`src/rtl/pipe_pkg.sv`:
```
// Shared definitions for the pipeline hazard controller.
//   state_e   : controller FSM encodings (RUN / REDIR / DRAIN)
//   NOP_INSTR : instruction word loaded into IF/ID on flush (addi x0,x0,0)
package pipe_pkg;

    localparam int unsigned XLEN   = 32;
    localparam int unsigned CNT_W  = 3;
    localparam int unsigned PERF_W = 32;

    localparam logic [XLEN-1:0] NOP_INSTR = 32'h0000_0013;

    typedef enum logic [1:0] {
        ST_RUN   = 2'd0,
        ST_REDIR = 2'd1,
        ST_DRAIN = 2'd2
    } state_e;

endpackage

```
`src/rtl/pipe_ctrl_perf.sv`:
```
// Performance counters for the hazard controller.
// Ports:
//   clk, rst_n  : clock, asynchronous active-low reset
//   stall_pc    : PC held this cycle
//   redir_take  : RUN->REDIR transition this cycle
//   stall_cnt   : cycles with PC stalled (wraps modulo 2^32)
//   flush_cnt   : redirects taken (wraps modulo 2^32)
module pipe_ctrl_perf
    import pipe_pkg::*;
(
    input  logic              clk,
    input  logic              rst_n,
    input  logic              stall_pc,
    input  logic              redir_take,
    output logic [PERF_W-1:0] stall_cnt,
    output logic [PERF_W-1:0] flush_cnt
);

    // Free-running event counters
    always_ff @(posedge clk or negedge rst_n) begin
        if (!rst_n) begin
            stall_cnt <= '0;
            flush_cnt <= '0;
        end else begin
            if (stall_pc)   stall_cnt <= stall_cnt + PERF_W'(1);
            if (redir_take) flush_cnt <= flush_cnt + PERF_W'(1);
        end
    end

endmodule

```
`src/rtl/pipe_ctrl.sv`:
```
// Pipeline hazard controller for the 5-stage core: stalls the front end on
// load-use hazards and data-memory wait, flushes wrong-path instructions on
// EX-resolved jumps, and holds a PC redirect until fetch accepts it, then
// drains FLUSH_CYC in-flight fetches.
// Ports:
//   clk, rst_n        : clock, asynchronous active-low reset
//   id_load_use_i     : load-use hazard in ID
//   ex_jump_i/_addr_i : taken jump/branch resolved in EX and its target
//   mem_busy_i        : data memory wait, freezes the whole controller
//   if_ready_i        : fetch accepted the redirect
//   stall_*_o/flush_*_o : combinational pipeline-register controls
//   redirect_o/_pc_o  : registered redirect request and target
//   stall_cnt_o/flush_cnt_o : perf counters (zero unless PIPE_CTRL_PERF_EN)
// Build option: PIPE_CTRL_PERF_EN enables the pipe_ctrl_perf counters.
module pipe_ctrl
    import pipe_pkg::*;
#(
    parameter int unsigned FLUSH_CYC = 2
) (
    input  logic            clk,
    input  logic            rst_n,
    input  logic            id_load_use_i,
    input  logic            ex_jump_i,
    input  logic [XLEN-1:0] ex_jump_addr_i,
    input  logic            mem_busy_i,
    input  logic            if_ready_i,
    output logic            stall_pc_o,
    output logic            stall_if_id_o,
    output logic            stall_id_ex_o,
    output logic            flush_if_id_o,
    output logic            flush_id_ex_o,
    output logic            redirect_o,
    output logic [XLEN-1:0] redirect_pc_o,
    output logic [31:0]     stall_cnt_o,
    output logic [31:0]     flush_cnt_o
);

    // Drain count loaded on redirect acceptance (unused when FLUSH_CYC==0)
    localparam logic [CNT_W-1:0] DRAIN_INIT =
        (FLUSH_CYC == 0) ? '0 : CNT_W'(FLUSH_CYC - 1);

    state_e           state;
    logic [CNT_W-1:0] drain_cnt;

    // Same-cycle stall/flush decode; mem_busy_i dominates everything
    always_comb begin
        stall_pc_o    = 1'b0;
        stall_if_id_o = 1'b0;
        stall_id_ex_o = 1'b0;
        flush_if_id_o = 1'b0;
        flush_id_ex_o = 1'b0;
        if (mem_busy_i) begin
            stall_pc_o    = 1'b1;
            stall_if_id_o = 1'b1;
            stall_id_ex_o = 1'b1;
        end else begin
            case (state)
                ST_RUN: begin
                    if (ex_jump_i) begin
                        flush_if_id_o = 1'b1;
                        flush_id_ex_o = 1'b1;
                    end else if (id_load_use_i) begin
                        stall_pc_o    = 1'b1;
                        stall_if_id_o = 1'b1;
                        flush_id_ex_o = 1'b1;
                    end
                end
                ST_REDIR, ST_DRAIN: flush_if_id_o = 1'b1;
                default: ;
            endcase
        end
    end

    // FSM with registered redirect; frozen while memory is busy
    always_ff @(posedge clk or negedge rst_n) begin
        if (!rst_n) begin
            state         <= ST_RUN;
            drain_cnt     <= '0;
            redirect_o    <= 1'b0;
            redirect_pc_o <= '0;
        end else if (!mem_busy_i) begin
            case (state)
                ST_RUN: begin
                    if (ex_jump_i) begin
                        redirect_o    <= 1'b1;
                        redirect_pc_o <= ex_jump_addr_i;
                        state         <= ST_REDIR;
                    end
                end
                ST_REDIR: begin
                    if (if_ready_i) begin
                        redirect_o <= 1'b0;
                        drain_cnt  <= DRAIN_INIT;
                        state      <= (FLUSH_CYC == 0) ? ST_RUN : ST_DRAIN;
                    end
                end
                ST_DRAIN: begin
                    if (drain_cnt == '0) state <= ST_RUN;
                    else                 drain_cnt <= drain_cnt - CNT_W'(1);
                end
                default: state <= ST_RUN;
            endcase
        end
    end

    // A new jump while a redirect is outstanding means ID/EX was not bubbled
    assert property (@(posedge clk) disable iff (!rst_n)
        !(ex_jump_i && state != ST_RUN));

`ifdef PIPE_CTRL_PERF_EN
    logic redir_take;
    assign redir_take = !mem_busy_i && ex_jump_i && (state == ST_RUN);

    pipe_ctrl_perf u_perf (
        .clk        (clk),
        .rst_n      (rst_n),
        .stall_pc   (stall_pc_o),
        .redir_take (redir_take),
        .stall_cnt  (stall_cnt_o),
        .flush_cnt  (flush_cnt_o)
    );
`else
    assign stall_cnt_o = '0;
    assign flush_cnt_o = '0;
`endif

endmodule

```
`config.mk`:
```
export PLATFORM = sky130hd
export DESIGN_NAME = pipe_ctrl
export DESIGN_NICKNAME = d
export VERILOG_FILES = /design/src/rtl/pipe_pkg.sv /design/src/rtl/pipe_ctrl_perf.sv /design/src/rtl/pipe_ctrl.sv
export SDC_FILE = /design/constraint.sdc
export NUM_CORES = 1
export LEC_CHECK = 0
export CELL_PAD_IN_SITES_DETAIL_PLACEMENT = 1
export CELL_PAD_IN_SITES_GLOBAL_PLACEMENT = 2
export CORE_UTILIZATION = 22
export CTS_CLUSTER_SIZE = 28
export DETAILED_ROUTE_END_ITERATION = 10
export HOLD_SLACK_MARGIN = 0.06
export PLACE_DENSITY_LB_ADDON = 0.1
export REMOVE_ABC_BUFFERS = 1
export SETUP_SLACK_MARGIN = 0.1
export SLEW_MARGIN = 20
export SYNTH_ARGS = -nofsm -noshare
export SYNTH_HDL_FRONTEND = slang
export SYNTH_HIERARCHICAL = 1
export SYNTH_SLANG_ARGS = --single-unit
```
`constraint.sdc`:
```
create_clock -name clk -period 2.2 [get_ports clk]
set_input_delay 0.22 -clock clk [delete_from_list [all_inputs] [get_ports clk]]
set_output_delay 0.22 -clock clk [all_outputs]
set_load 0.02 [all_outputs]
```
* Word level (Yosys, flattened, before mapping)
Index checks and enable logic that the tools add are counted.
** Cells by class
- $add $sub $neg :: 1
- Equal/unequal tests :: 6
- Multiplexer cells :: 21
- Bitwise logic cells :: 1
- Reductions and logical operators :: 9
** Operator list (count)
- two-way mux 1 bit :: 12
- AND reduction 4 bit :: 3
- != test 2 bit, second input constant :: 4
- two-way mux 2 bit :: 3
- two-way mux 3 bit :: 2
- one-hot mux 2 bit (3 select lines) :: 1
- one-hot mux 3 bit (2 select lines) :: 1
- one-hot mux 1 bit (2 select lines) :: 2
- nonzero test 2 bit :: 2
- zero test 3 bit :: 1
- AND reduction 3 bit :: 1
- subtractor 3 x 1 -> 3 bit, second input constant :: 1
- equality test 2 x 1 -> 1 bit, second input constant :: 1
- equality test 2 bit, second input constant :: 1
- zero test 2 bit :: 1
- OR reduction 2 bit :: 1
- NOT 1 bit :: 1
** Word-level totals
- Register bits :: 38
- Bits of input ports :: 38
- Output and inout bits :: 102
- Logic and storage cells :: 42

* Depth between registers and ports, before layout
Gate-level depths: netlist of run 1.
- Depth in word-level cells :: 4
- Depth in mapped cells :: 7
- Depth with buffers taken out :: 6

* Worst setup path before layout of run 1
Ideal clock, no wire load.
- Path kind :: register to register
- From :: reg state[1]
- To :: reg drain_cnt[0]
- Library setup time :: 0.127 ns
- Arrival :: 1.592 ns
- Required time :: 2.073 ns
- Slack :: 0.480 ns
- Cell stages (with the launch flop) :: 6
- Cell sequence :: dfrtp_1 inv_1 ha_1 nor2b_1 a2111oi_4 mux2_1
** Between the ends
- Word-level cells in the longest chain between the ends :: 3
- Elaborated cells on any way between the ends :: 7
- Those cells by class :: eq/ne: 4; mux: 1; reduce/logical: 2
** Ends and longest elaborated chain
- start: declaration :: line pipe_ctrl.sv:42 : state_e state;
- start signal: assignment :: line pipe_ctrl.sv:94 : state <= (FLUSH_CYC == 0) ? ST_RUN : ST_DRAIN;
- equality test 2 bit or equality test 2 x 1 -> 1 bit (tied branches) :: line pipe_ctrl.sv:82 : case (state)
- != test 2 bit (no line) or nonzero test 2 bit (tied branches)
- AND reduction 4 bit (no line)
- end signal: assignment :: line pipe_ctrl.sv:99 : else drain_cnt <= drain_cnt - CNT_W'(1);
- end: declaration :: line pipe_ctrl.sv:43 : logic [CNT_W-1:0] drain_cnt;
Parallel ways exist; a longest one is shown, timed or not.
A chain may end at the register's enable or synchronous reset.

* Final worst setup path of run 1
- From :: reg state[0]
- To :: out stall_pc_o
** Between the ends
- Word-level cells in the longest chain between the ends :: 3
** Ends and longest elaborated chain
- zero test 2 bit :: line pipe_ctrl.sv:57 : case (state)
- two-way mux 1 bit :: line pipe_ctrl.sv:57
- two-way mux 1 bit :: line pipe_ctrl.sv:52 : if (mem_busy_i) begin
- end: declaration :: line pipe_ctrl.sv:27 : output logic stall_pc_o,
No other way between the ends.

==> run_results.csv, run 1 <==
group,metric,value,unit
pwr,ir_worst_vdd,465.6,µV
critical_path,worstSetupPathType,"register to output pin",
critical_path,rr_worst_depth,5,
die,dieHeight,104.2,µm
die,row_count,36,
synth,synth_edf_count,0,
clock_tree,insertion_delay,290,ps
synth,synth_area,2297,µm²
clock_tree,cts_tree,"built",
clock_tree,cts-buffers-inserted,5,
global_route,use_met3,0.04825,
sta,fmax,517.1,MHz
sta,grt_setup_unrepaired,"false",
die,start_util,0.2308,
route,vias,1368,
die,dieArea,10850,µm²
global_route,track_usage,0.09846,
sta,period_needed,1934,ps
layout,n_fill_cell,1135,
global_route,grt_pass1_vias,1508,
sta,period_share,0.8791,
pwr,cellLeakagePower,1.469,nW
layout,final_area,3044,µm²
synth,async_reset_ff_frac,1.000,
route,routed_wirelength,5.048,mm
global_route,grtUsageMet1,0.1136,
route,ant_nets,0,
layout,fin_util,0.3058,
sta,fin_tns_setup,0,ps
critical_path,worstReg2RegEnd,"state[0]",
die,ios,140,
layout,synthToLayoutAreaGrowth,32.52,%
global_route,grtUsageMet2,0.1595,
global_route,grt_max_degree,33,
synth,synth_top_area_frac,0.4139,
pwr,finalPower,3.946,mW
placed_design,pre_cts_ws,185.4,ps
critical_path,arrival,1710,ps
clock_tree,htree_num_levels,2,
synth,ys_ff_latch,38,
critical_path,cp_data_required_time,1980,ps
sta,hold-worst-slack,365.2,ps
synth,synth_cell_types,24,
synth,synth_top_area_cell,"dfrtp_1",
layout,drive_above_1_share,0.1908,
sta,setup_viol,0,
placed_design,place.gp.congestion,0.6227,
sta,setup_ws,266.0,ps
clock_tree,cts-root-buf,"clkbuf_8",
clock_tree,cts_setup_buffers,0,
run_status,status,"finished clean",
global_route,antenna_found_initial,0,
route,drtIter0Drc,12,
worst_hold_path,hold_path.class,"primary input to asynchronous set/reset pin",
synth,synthTopCellsByArea,"dfrtp_1 41%, buf_4 22%, mux2_4 20%",
clock_tree,clockBufferDepth,2,
critical_path,path_max_fanout,5,
route,vias_per_cell,3.463,
route,route.detailed.drc,0,
critical_path,cp-end-kind,"output pin",
clock_tree,cts.reportedPaths.clkPinSlew,90,ps
route,wl_per_cell,12.78,µm
die,coreArea,9955,µm²
die,die_w,104.2,µm
clock_tree,tritoncts_num_sinks,38,
global_route,grt_pass1_wl,8.204,mm
layout,num_antenna_cells,0,
placed_design,numPlacedInstances,386,
synth,ys.flop_type,"dfrtp_1",
placed_design,placed_area,2948,µm²
synth,yosys_warnings,6,
critical_path,startpoint_type,"register",
pwr,p_per_area,1296,nW/µm²
layout,nNetsFinal,308,
global_route,grt-busiest-layer,"met2",
synth,avgSynthCellArea,12.69,µm²
route,drt_first_pass_iters,2,
synth,synthCells,181,
critical_path,r2r-start,"state[0]",
synth,seq_area_frac_synth,0.4139,
critical_path,r2r_setup_slack,290,ps
sta,hold_viol,0,
layout,instances_no_fill,395,
placed_design,hpwl,3.818,mm
global_route,grt-ovfl-total,0,
flow_run,drv_cap,0,
sta,clock_skew,10.89,ps
placed_design,port_buffers,75,
sta,maxSlewViolCount,0,
==> cell usage after synthesis (all sizes together) (2+ instances only) <==
master   instances
nor2b            2
nand2b           2
ha               9
o21ai            2
dfrtp           38
nor2             2
buf             70
mux2i            2
mux2            35
inv              7
nand2            2
a2111oi          2
==> layer usage <==
layer | vias to the layer above | wire length, µm | share of wire
met5 | - | 0 | 0
met4 | 0 | 51 | 0.010
li1 | 619 | - | -
met2 | 71 | 2441 | 0.48
met3 | 5 | 493 | 0.098
met1 | 673 | 2062 | 0.41
==> how the worst max path moves through the flow <==
stage               startpoint           endpoint  slack (ps)  cells after the start
finish                state[0]         stall_pc_o         270                      5
global route          state[1]           state[0]         120                      5
CTS                   state[1]         stall_pc_o         200                      5
detailed placement    state[0]         stall_pc_o         190                      5
global placement      state[0]         stall_pc_o         230                      5
floorplan             state[0]  redirect_pc_o[18]        -220                      5
==> kinds of logic (layout without fill, tap and decap cells) <==
logic type,after synthesis,count (layout),synth area share
compound gates,6,6,0.02832
fa+ha+maj,9,9,0.04902
buf+inv,77,95,0.2467
flops,38,38,0.4139
mux,37,37,0.2293
other cells,1,64,0.001632
simple gates,13,13,0.03105
==> critical path, stage by stage, from the launching register on <==
cell,delay (ps)
dfrtp_1,430
inv_1,150
ha_1,200
nor2b_2,200
a21o_1,150
clkdlybuf4s15_1,300
==> timing repair <==
item | CTS | global route
resized for setup | 5 | 2
hold buffers | 1 | 0
endpoints found under the setup margin | 4 | 2
endpoints found under the hold margin | 12 | 0
==> where the power goes <==
part	internal [mW]	switching, mW	leakage, nW
clock	0.224	0.265	0.0452
sequential	1.05	0.216	0.452
combinational	1.19	1.00	0.972
==> final cells by class <==
cell class                 count  area, µm²  area share
timing repair buffer          80      795.8      0.2614
inverter                       7      26.28    0.008631
clock buffer                   6      72.57     0.02384
sequential                    38      950.9      0.3124
clock inverter                 2      13.76    0.004521
tap                          133      166.4     0.05467
multi-input combinational    129       1018      0.3346
==> cell usage in the layout (no fill, tap or decap), drive strengths merged, types with 2 or more instances in the layout <==
| cell | synthesis | routed |
|---|---|---|
| buf | 70 | 5 |
| dlygate4sd2 | 0 | 2 |
| mux2 | 35 | 35 |
| nor2b | 2 | 2 |
| dfrtp | 38 | 38 |
| mux2i | 2 | 2 |
| clkinv | 0 | 2 |
| conb | 1 | 64 |
| nand2b | 2 | 2 |
| clkbuf | 0 | 6 |
| clkdlybuf4s15 | 0 | 2 |
| nand2 | 2 | 2 |
| a2111oi | 2 | 2 |
| inv | 7 | 7 |
| o21ai | 2 | 2 |
| nor2 | 2 | 2 |
| clkdlybuf4s50 | 0 | 70 |
| ha | 9 | 9 |
==> sequential cells by signal (all words and copies together) (netlist names) <==
register,cells
redirect_o,1
state,2
redirect_pc_o,32
drain_cnt,3
(Power assumes the default switching activity.)
==> run 2, diff against run 1 <==
==> constraint.sdc (replaced) <==
create_clock -name clk -period 2.14 [get_ports clk]
set_input_delay 0.214 -clock clk [delete_from_list [all_inputs] [get_ports clk]]
set_output_delay 0.214 -clock clk [all_outputs]
set_load 0.02 [all_outputs]
==> run 2 against run 1 <==
Effect of this change:
- design area is 1.7% higher
- first-iteration DRC count is 67% higher
- final cell count stayed put
- die area stayed put
- critical endpoint unchanged
==> run_results.csv, run 2 (same netlist as run 1, synthesis figures left out) <==
group,metric,value,unit
placed_design,port_buffers,75,
layout,nNetsFinal,308,
layout,layout_common_cells,"70 x clkdlybuf4s50_1, 64 x conb_1, 38 x dfrtp_1",
pwr,ir_worst_vdd,464.9,µV
pwr,p_int,2.766,mW
critical_path,max_stage_delay,430,ps
layout,multi_input_area,1018,µm²
critical_path,path_cells,"inv_1, ha_1, nor2b_2, a21o_1, clkdlybuf4s15_1",
route,ant_nets,0,
sta,clock_skew,8.180,ps
critical_path,arrival,1730,ps
clock_tree,cts-buffers-inserted,5,
critical_path,path_buf_inv,2,
route,routed_wirelength,4.896,mm
clock_tree,cts.reportedPaths.clkPinSlew,90,ps
pwr,p_per_area,1388,nW/µm²
layout,n_fill_cell,1109,
pwr,swShare,0.3562,
layout,instances_no_fill,395,
layout,num_antenna_cells,0,
layout,fin_util,0.3110,
critical_path,worstReg2RegEnd,"state[0]",
critical_path,worstSetupPathType,"register to output pin",
critical_path,cp-end-kind,"output pin",
route,wl_per_cell,12.39,µm
critical_path,slowest_stage,"dfrtp_1",
die,die_w,104.2,µm
layout,largest_register_ffs,32,
pwr,seqPwrFrac,0.298,
critical_path,rr_worst_depth,5,
route,drtIter0Drc,20,
sta,grt_setup_unrepaired,"true",
route,vias_per_cell,3.403,
route,route.detailed.drc,0,
global_route,grt_max_degree,33,
critical_path,r2r_setup_slack,260,ps
pwr,clockPowerShare,0.176,
clock_tree,cts_tree,"built",
die,start_util,0.2308,
critical_path,r2r-start,"state[0]",
die,dieHeight,104.2,µm
global_route,antenna_found_initial,0,
layout,synthToLayoutAreaGrowth,34.75,%
critical_path,startpoint_type,"register",
placed_design,numPlacedInstances,386,
sta,fmax,513.5,MHz
critical_path,path_max_fanout,5,
sta,maxSlewViolCount,0,
die,ios,140,
layout,largestRegisters,"redirect_pc_o x32, drain_cnt x3, state x2",
layout,regMostFlops,"redirect_pc_o",
critical_path,cp_top_family,"buffers and inverters",
sta,hold_viol,0,
global_route,track_usage,0.09401,
route,drt_first_pass_iters,2,
pwr,pwr-share-comb,0.526,
clock_tree,clockBufferDepth,2,
sta,hold-worst-slack,400.9,ps
die,row_count,36,
placed_design,place.gp.congestion,0.6283,
die,dieArea,10850,µm²
clock_tree,insertion_delay,300,ps
clock_tree,cts-root-buf,"clkbuf_8",
placed_design,hpwl,3.680,mm
pwr,p_sw,1.531,mW
clock_tree,tritoncts_num_sinks,38,
sta,period_share,0.9100,
clock_tree,htree_num_levels,2,
flow_run,drv_cap,0,
global_route,grt_pass1_wl,7.886,mm
layout,drive_above_1_share,0.1947,
layout,register_area,950.9,µm²
worst_hold_path,hold_path.class,"primary input to asynchronous set/reset pin",
global_route,grt-ovfl-total,0,
run_status,status,"finished clean",
sta,period_needed,1948,ps
layout,final_common_cell,"clkdlybuf4s50_1",
pwr,cellLeakagePower,1.492,nW
route,vias,1344,
die,coreArea,9955,µm²
global_route,grt_pass1_vias,1434,
critical_path,cp_data_required_time,1930,ps
sta,setup_viol,0,
==> run 2: cell count changes in the layout (fill, tap and decap cells not counted), sizes merged <==
cell	delta
clkbuf	-1
clkinv	-1
bufinv	+2
==> run 2: through the flow <==
step / setup slack (ps) / setup TNS, ps / power (mW) / cell area, µm²
2_1_floorplan: -284.8 / -6864 / 2.621 / 1993
3_3_place_gp: 177.5 / 0 / 3.602 / 2948
3_5_place_dp: 115.7 / 0 / 3.593 / 2948
4_1_cts: 135.9 / 0 / 4.383 / 3093
5_1_grt: 43.12 / 0 / 4.587 / 3095
6_report: 192.5 / 0 / 4.297 / 3095
==> run 2: area by class of cell <==
cell class              count  share of cell area
repair buffers             80              0.2571
well taps                 133             0.05376
clock inverters             3             0.02223
inverters                   7            0.008488
multi-input cells         129              0.3290
clock buffers               5             0.02223
flip-flops and latches     38              0.3072
==> run 2: layer usage <==
| metal | vias up | global-route usage | share of wire |
|---|---|---|---|
| met5 | - | 0 | 0 |
| met4 | 0 | 0.02755 | 0.013 |
| met3 | 5 | 0.05013 | 0.10 |
| met2 | 71 | 0.1519 | 0.46 |
| met1 | 650 | 0.1069 | 0.42 |
| li1 | 618 | - | - |
==> run 2: power by group through the flow <==
stage | Sequential, mW | Clock [mW] | Combinational, mW
final | 1.28 | 0.755 | 2.26
after global routing | 1.34 | 0.823 | 2.42
after CTS | 1.29 | 0.793 | 2.30
after detailed placement | 1.28 | 0 | 2.31
after global placement | 1.30 | 0 | 2.30
after floorplan | 1.66 | 0 | 0.957
==> run 2: worst max path at each step <==
| stage | cells past startpoint | endpoint | from |
|---|---|---|---|
| 3_5_place_dp | 5 | stall_pc_o | state[0] |
| 2_1_floorplan | 5 | redirect_pc_o[18] | state[0] |
| 3_3_place_gp | 5 | stall_pc_o | state[0] |
| 5_1_grt | 5 | stall_pc_o | state[1] |
| 4_1_cts | 5 | stall_pc_o | state[0] |
| 6_report | 5 | stall_pc_o | state[0] |
==> run 2: timing repair <==
action / 4_1_cts / 5_1_grt
setup endpoints to repair: 4 / 2
hold endpoints to repair: 17 / 0
pin swaps: 0 / 0
hold buffers: 1 / 0
buffers inserted: 0 / 0
gates resized for setup: 5 / 2
==> run 2: worst register-to-register path: stages, from the launching register on <==
cell and delay (ps):
dfrtp_1 420, inv_1 120, ha_1 240, nor2b_2 180, a2111oi_2 430, mux2_2 390
==> run 3, diff against run 2 <==
--- a/config.mk
+++ b/config.mk
@@ -11,7 +11,7 @@
 export CTS_CLUSTER_SIZE = 28
 export DETAILED_ROUTE_END_ITERATION = 10
 export HOLD_SLACK_MARGIN = 0.06
-export PLACE_DENSITY_LB_ADDON = 0.1
+export PLACE_DENSITY = 0.79
 export REMOVE_ABC_BUFFERS = 1
 export SETUP_SLACK_MARGIN = 0.1
 export SLEW_MARGIN = 20
==> run 3 against run 2 <==
Effect of this change:
- setup slack gained 6.0 ps
- clock power shrank 31%
- global-route usage shrank 0.56 points
- sequential power is essentially flat
- die area is the same
- combinational power is essentially flat
- sequential cell count is the same
- core utilization shrank 0.52 points
- non-clock buffer count is the same
- first-iteration DRC count shrank 5.0%
- largest cell class unchanged
==> run_results.csv, run 3 (same netlist as run 1, synthesis figures left out) <==
group,metric,value,unit
pwr,ir_worst_vdd,478.2,µV
route,vias_per_cell,3.478,
clock_tree,cts-buffers-inserted,5,
sta,clock_skew,1.656,ps
global_route,antenna_found_initial,0,
global_route,grt-ovfl-total,0,
critical_path,startpoint_type,"register",
sta,period_share,0.9072,
critical_path,worstReg2RegEnd,"drain_cnt[0]",
critical_path,r2r-start,"state[1]",
pwr,p_per_area,1334,nW/µm²
die,dieHeight,104.2,µm
route,drt_first_pass_iters,3,
sta,fmax,515.1,MHz
layout,instances_no_fill,395,
clock_tree,htree_num_levels,2,
placed_design,place.gp.congestion,0.6940,
layout,nNetsFinal,308,
die,row_count,36,
placed_design,pre_cts_ws,127.1,ps
layout,fin_util,0.3058,
clock_tree,cts_tree,"built",
die,ios,140,
layout,final_common_cell,"clkdlybuf4s50_1",
clock_tree,clockBufferDepth,2,
sta,setup_ws,198.5,ps
clock_tree,cts-root-buf,"clkbuf_8",
critical_path,arrival,1730,ps
run_status,status,"finished clean",
layout,layout_common_cells,"70 x clkdlybuf4s50_1, 64 x conb_1, 38 x dfrtp_1",
worst_hold_path,hold_path.class,"register to register",
sta,tightest_slew,526.7,ps
placed_design,numPlacedInstances,386,
sta,hold-worst-slack,513.8,ps
die,start_util,0.2308,
pwr,cellLeakagePower,1.470,nW
layout,num_antenna_cells,0,
die,coreArea,9955,µm²
route,ant_nets,0,
sta,grt_setup_unrepaired,"true",
die,dieArea,10850,µm²
global_route,grt_pass1_vias,1459,
route,vias,1374,
die,die_w,104.2,µm
global_route,grt_max_degree,39,
sta,maxSlewViolCount,0,
sta,hold_viol,0,
clock_tree,cts_setup_buffers,0,
clock_tree,cts.reportedPaths.clkPinSlew,80,ps
critical_path,crit_start,"state[0]",
sta,relSlewSlack,0.6489,
route,route.detailed.drc,0,
clock_tree,tritoncts_num_sinks,38,
clock_tree,insertion_delay,280,ps
layout,largest_register_ffs,32,
sta,fin_tns_setup,0,ps
route,wl_per_cell,12.03,µm
route,routed_wirelength,4.750,mm
layout,regMostFlops,"redirect_pc_o",
sta,setup_viol,0,
placed_design,hpwl,3.637,mm
placed_design,port_buffers,75,
layout,n_fill_cell,1130,
sta,period_needed,1941,ps
layout,largestRegisters,"redirect_pc_o x32, drain_cnt x3, state x2",
critical_path,r2r_setup_slack,260,ps
critical_path,cp-end-kind,"output pin",
layout,drive_above_1_share,0.1947,
global_route,grt_pass1_wl,7.555,mm
critical_path,worstSetupPathType,"register to output pin",
critical_path,rr_worst_depth,5,
critical_path,crit_end,"stall_if_id_o",
global_route,track_usage,0.08842,
flow_run,drv_cap,0,
critical_path,path_max_fanout,5,
critical_path,cp_data_required_time,1930,ps
layout,synthToLayoutAreaGrowth,32.52,%
route,drtIter0Drc,19,
run 3: changes by cell type in the layout (fill, tap and decap cells not counted):
cell and delta:
bufinv_16 -2, clkinv_4 -1, clkdlybuf4s15_1 -1, clkbuf_1 +1
clkbuf_2 +1, clkbuf_8 +1, clkinv_2 +1
run 3: critical path, stage by stage (launching register included):
cell,delay (ps)
dfrtp_1,430
inv_1,150
ha_1,200
nor2b_2,200
a21o_1,150
clkdlybuf4s15_1,300
run 3: final cells by class:
class	count	area (µm²)	share of cell area
clock buffers	7	86.33	0.02836
multi-input cells	129	1018	0.3346
repair buffers	80	790.8	0.2598
flip-flops and latches	38	950.9	0.3124
well taps	133	166.4	0.05467
inverters	7	26.28	0.008631
clock inverters	1	5.005	0.001644
run 3: timing repair:
| item | CTS | global route |
|---|---|---|
| hold buffers | 1 | 0 |
| setup endpoints to repair | 4 | 2 |
| gates resized for setup | 5 | 3 |
| hold endpoints to repair | 38 | 0 |
run 3: routing by layer:
layer  vias up  wire length, µm  global-route usage
li1        619                -                   -
met1       681             1877             0.09503
met2        71             2568              0.1662
met3         3              284             0.02632
met4         0               20             0.02449
met5         -                0                   0
run 3: how the worst min path moves through the flow:
| stage | startpoint | end | slack, ps | depth (start not counted) |
|---|---|---|---|---|
| finish | redirect_pc_o[3] | redirect_pc_o[3] | 510 | 1 |
| global route | ex_jump_addr_i[16] | redirect_pc_o[16] | 520 | 2 |
| CTS | ex_jump_addr_i[16] | redirect_pc_o[16] | 520 | 2 |
| detailed placement | rst_n | redirect_o | 330 | 2 |
| global placement | rst_n | drain_cnt[2] | 320 | 2 |
| floorplan | rst_n | drain_cnt[0] | -80 | 0 |
run 3: metrics by stage:
step,total power [mW],area (µm²)
2_1_floorplan,2.621,1993
3_3_place_gp,3.531,2948
3_5_place_dp,3.595,2948
4_1_cts,4.144,3047
5_1_grt,4.337,3044
6_report,4.059,3044
run 3: where the power goes:
| part | leakage, nW | switching, mW | internal [mW] |
|---|---|---|---|
| sequential | 0.452 | 0.220 | 1.07 |
| clock | 0.0482 | 0.260 | 0.260 |
| combinational | 0.970 | 1.02 | 1.22 |
==> edit 1 (flow settings as in run 2) <==
Add a define of `PIPE_CTRL_PERF_EN`.
--- a/src/rtl/pipe_ctrl.sv
+++ b/src/rtl/pipe_ctrl.sv
@@ -14,2 +14,4 @@
 // Build option: PIPE_CTRL_PERF_EN enables the pipe_ctrl_perf counters.
+`define PIPE_CTRL_PERF_EN
+
 module pipe_ctrl
Function: changed (a bounded check fails within 4 cycles, from zero or initial values and one cycle with rst_n low).
==> edit 1 against run 2 <==
Worst setup slack got worse by 0.12 ns; global-route usage rose by 2.9 points; cell area rose by 130%; wire length rose to 2.7 times the old value; register-to-register slack got worse by 0.19 ns; synthesized area rose by 110%; power rose by 77%; core utilization rose by 2.9 points; sequential cell count rose by 64; non-clock buffer count rose by 91; critical path type is now reg -> reg.
==> edit 1: results (changes against run 2) <==
** Logic synthesis
- The compound-cell area share of the yosys netlist came to 0.0145 (-0.0138).
- The commonest cells after synthesis are 102 x dfrtp_1, 42 x xnor2_1, 29 x mux2_4.
- The post-synthesis sequential area ratio came to 0.529 (+0.115).
- Most area-consuming cells after synthesis :: dfrtp_1 53%, mux2_4 9.0%, xnor2_1 7.6%

** Worst setup path
- The depth of the worst register-to-register path is 10 (+5).
- Category of the critical setup timing path :: reg -> reg
- Arrival time of the worst setup path :: 2.34 ns (+0.61 ns)
- Critical R2R Launch :: state[1]$_DFFE_PN0P_
- The biggest fanout along the worst timing path came to 7 (+2).
- Reg-to-reg setup timing slack :: 0.07 ns (-0.19 ns)

** CTS
- The number of gates given a new drive strength after cts was 26 (+21).
- Clock transition at the register clock pins on the worst setup and hold paths after CTS :: 0.07 ns (-0.02 ns)
- The clock latency at the later pin of the worst-skew pair was 0.35 ns (+0.05 ns).

** Power
- Max VDD drop :: 446 µV (-4.1%)
- Total leakage power :: 3.23 nW (+120%)

** Global routing
- The global-route usage over all layers was 0.123 (+0.0294).
- The met2 layer usage reported by global route came to 0.209 (+0.0571).
- Met3 routing resource usage after global routing :: 0.0317 (-0.0184)
- The largest net degree at the start of global routing was 62 (+88%).
- The global-route wire length before repair came to 21.3 mm (+170%).

** Placement
- The global placement routability congestion came to 0.693 (+10%).
- HPWL reported at the end of detailed placement :: 9.38 mm (+150%)
- Placed Instance Area :: 6640 µm² (+130%)

** STA
- The worst-case clock skew was 0.00616 ns (-0.00202 ns).

** Cells and area
- Ratio of cells with drive above 1 in the final layout :: 0.225 (+0.0306)
- Number of fill cells :: 2282 (+110%)

** Run status
- The flow ran to the end, and the final reports show no timing, DRC or antenna violations.

** Routing
- Routed metal-1 wire length :: 5.79 mm (+180%)
- Total length of routed met3 wires :: 671 µm (+31%)
==> edit 1: cell count changes after synthesis, moves of 20 or more <==
cell     before  now
buf_4        66    2
nand4_1       0   22
dfrtp_1      38  102
xor2_1        0   20
xnor2_1       0   42
nand2_1       2   22
==> edit 1: stage by stage <==
stage | setup WS, ns | hold slack, ns | cells
2_1_floorplan | -0.952 | -0.0816 | 360
3_3_place_gp | -0.242 | 0.240 | 799
3_5_place_dp | -0.288 | 0.233 | 799
4_1_cts | 0.0560 | 0.413 | 816
5_1_grt | -0.0378 | 0.436 | 821
6_report | 0.0735 | 0.401 | 821
==> edit 1: cell type report <==
class,instances,share of cell area
well taps,275,0.0476
inverters,11,0.00606
clock inverters,5,0.0147
multi-input cells,247,0.313
clock buffers,10,0.0331
repair buffers,171,0.232
flip-flops and latches,102,0.353
==> edit 1: worst min-delay path: stages <==
cell,delay (ns)
dlygate4sd3_1,0.53
buf_4,0.14
buf_12,0.23
==> edit 2 (flow settings as in run 2) <==
Without the edit above. Reset style: synchronous (`rst_n`), changed in one clocked block. Comments in the files are not updated.
--- a/src/rtl/pipe_ctrl.sv
+++ b/src/rtl/pipe_ctrl.sv
@@ -74,3 +74,3 @@
     // FSM with registered redirect; frozen while memory is busy
-    always_ff @(posedge clk or negedge rst_n) begin
+    always_ff @(posedge clk) begin
         if (!rst_n) begin
Check against the original RTL: differs if rst_n is asserted again (counterexample within 4 cycles, from zero or initial values and one cycle with rst_n low); with rst_n held inactive, the same outputs for 10 cycles.
==> edit 2 against run 2 <==
First-iteration DRC count rose by 20%; count of clock-buffer cells in the layout rose by 1; synthesized area rose by 2.9%; wire length rose by 13%; worst setup slack got worse by 0.021 ns; sequential cell count did not move; cell count rose by 19%; synthesized cell count rose by 44%; critical path type unchanged; largest cell class unchanged; cell area rose by 0.40%; critical endpoint is now stall_if_id_o; core utilization fell by 1.1 points.
Power is not compared: it rests on default switching activity, and its combinational part moved more than twofold at a synthesized area within 25%.
==> edit 2: results (changes against run 2) <==
** CTS
- The CTS clock-pin slew for the worst setup and hold paths came to 0.07 ns (-0.02 ns).
- The total clock buffers created by CTS came to 5 (unchanged).
- CTS HTree Levels :: 2 (unchanged)
- Buffers from clock root to sink, at most :: 2 (unchanged)
- Master cell of the clock root buffer :: clkbuf_8

** Routing
- The met3 wire length is 561 µm (+9.8%).
- The total wirelength of the detailed-routed design came to 5.52 mm (+13%).
- Routed metal-1 wire length :: 2.36 mm (+16%)
- The number of detailed-route iterations in the first pass was 3 (+1).
- The routed length per placed instance is 11.8 µm (-5.1%).
- The average vias per placed instance is 3.64 (+6.9%).
- Initial DRC Count :: 24 (+20%)
- The detailed-routed wire length on met2 is 2.55 mm (+12%).

** Placement
- The global placement routability congestion is 0.683 (+8.7%).
- The detailed-placement wirelength estimate is 3.86 mm (+5.0%).

** Power
- VDD sags by at most 202 µV.

** Global routing
- Global-route wire length before repair :: 8.76 mm (+11%)
- The met3 usage is 0.0489 (-0.00127).
- Via count of the first global-routing pass :: 1686 (+18%)
- GR Util met1 :: 0.123 (+0.0158)
- The met2 layer usage reported by global route is 0.162 (+0.0106).
- Combined global-route utilization of all metal layers :: 0.101 (+0.00700)

** Worst hold path
- Worst min-delay path category :: reg -> reg

** Logic synthesis
- The number of distinct standard cells referenced by the synthesized netlist was 28 (+17%).
- After synthesis, the most frequently instantiated cells are 66 x buf_4, 40 x nand2_1, 38 x dfxtp_1.
- Yosys attributes the largest share of cell area to dfxtp_1 32%, buf_4 21%, a21oi_2 11%.
- The async set-reset flop share out of synthesis was 0 (-1.00).
- The post-synthesis sequential area ratio is 0.322 (-0.0921).

** Cells and area
- The share of post-route cells with drive strength above 1 was 0.246 (+0.0516).
- The number of fill cells in the layout came to 1242 (+12%).
- The net total in the final layout came to 380 (+23%).

** Die
- Die Width :: 106 µm (+1.4%)

** Run status
- Result of the run :: completed

** STA
- Final worst clock skew :: 0.00742 ns (-0.000762 ns)

** Worst setup path
- Arrival time of the worst setup path :: 1.75 ns (+0.02 ns)
- The largest individual stage delay along the critical path comes from the cell dfxtp_1.
- Setup crit end kind :: output port
==> edit 2: cell types whose count changed after synthesis, moves of 3 or more <==
| cell | change |
|---|---|
| dfrtp_1 | -38 |
| nand3b_1 | +3 |
| nand2_2 | +30 |
| a21oi_2 | +30 |
| buf_2 | +7 |
| nand2_1 | +38 |
| dfxtp_1 | +38 |
| mux2_2 | -4 |
| buf_12 | +3 |
| mux2_4 | -30 |
==> edit 2: area by class of cell <==
class                           count  area share
Clock buffer                        6      0.0266
Clock inverter                      1     0.00966
Inverter                            7     0.00845
Multi-Input combinational cell    200       0.389
Sequential cell                    38       0.245
Tap cell                          136      0.0548
Timing Repair Buffer               81       0.267
==> edit 2: worst max-delay path: cells and delay by family, from the launching register on <==
kind	cells	cell delay, ns
DFF	1	0.42
buffers and inverters	2	0.44
AOI/OAI and AO/OA	1	0.18
and+or+nand+nor	1	0.16
adders and majority gates	1	0.26
==> edit 2: what timing repair did <==
action,4_1_cts,5_1_grt
endpoints found under the setup margin,4,2
resized for setup,6,1
pin swaps,0,0
==> edit 2: worst paths after layout <==
path / start / to / slack [ns] / depth (start not counted)
worst min register to register: drain_cnt[2]$_SDFFE_PN0P_ / drain_cnt[2]$_SDFFE_PN0P_ / 0.46 / 2
worst max register to register: state[1]$_SDFFE_PN0P_ / state[1]$_SDFFE_PN0P_ / 0.44 / 5
worst min-delay path: drain_cnt[2]$_SDFFE_PN0P_ / drain_cnt[2]$_SDFFE_PN0P_ / 0.46 / 2
worst max-delay path: state[1]$_SDFFE_PN0P_ / stall_if_id_o / 0.17 / 5
==> edit 2: stage by stage <==
| stage | area [µm²] | util | power (mW) | setup slack [ns] | instances |
|---|---|---|---|---|---|
| 5_1_grt | 3110 | 0.300 | 2.10 | 0.0858 | 469 |
| 3_5_place_dp | 2990 | 0.288 | 1.37 | 0.0959 | 462 |
| 6_report | 3110 | 0.300 | 1.98 | 0.171 | 469 |
| 4_1_cts | 3110 | 0.300 | 2.04 | 0.164 | 469 |
| 2_1_floorplan | 1990 | - | 1.13 | 0.0737 | 245 |
| 3_3_place_gp | 2990 | 0.288 | 1.37 | 0.144 | 462 |
==> edit 2: power by group through the flow <==
stage / clock [mW] / combinational [mW] / sequential (mW)
floorplan: 0 / 0.295 / 0.832
global placement: 0 / 0.585 / 0.788
detailed placement: 0 / 0.584 / 0.790
CTS: 0.679 / 0.584 / 0.774
global route: 0.699 / 0.625 / 0.781
finish: 0.631 / 0.575 / 0.774
==> edit 2: kinds of logic after synthesis <==
logic type,Yosys count,synth area share
AOI/OAI and AO/OA,39,0.152
and+or+nand+nor,84,0.190
buffers and inverters,85,0.271
other,1,0.00159
adders and majority gates,9,0.0476
DFF,38,0.322
muxes,4,0.0169
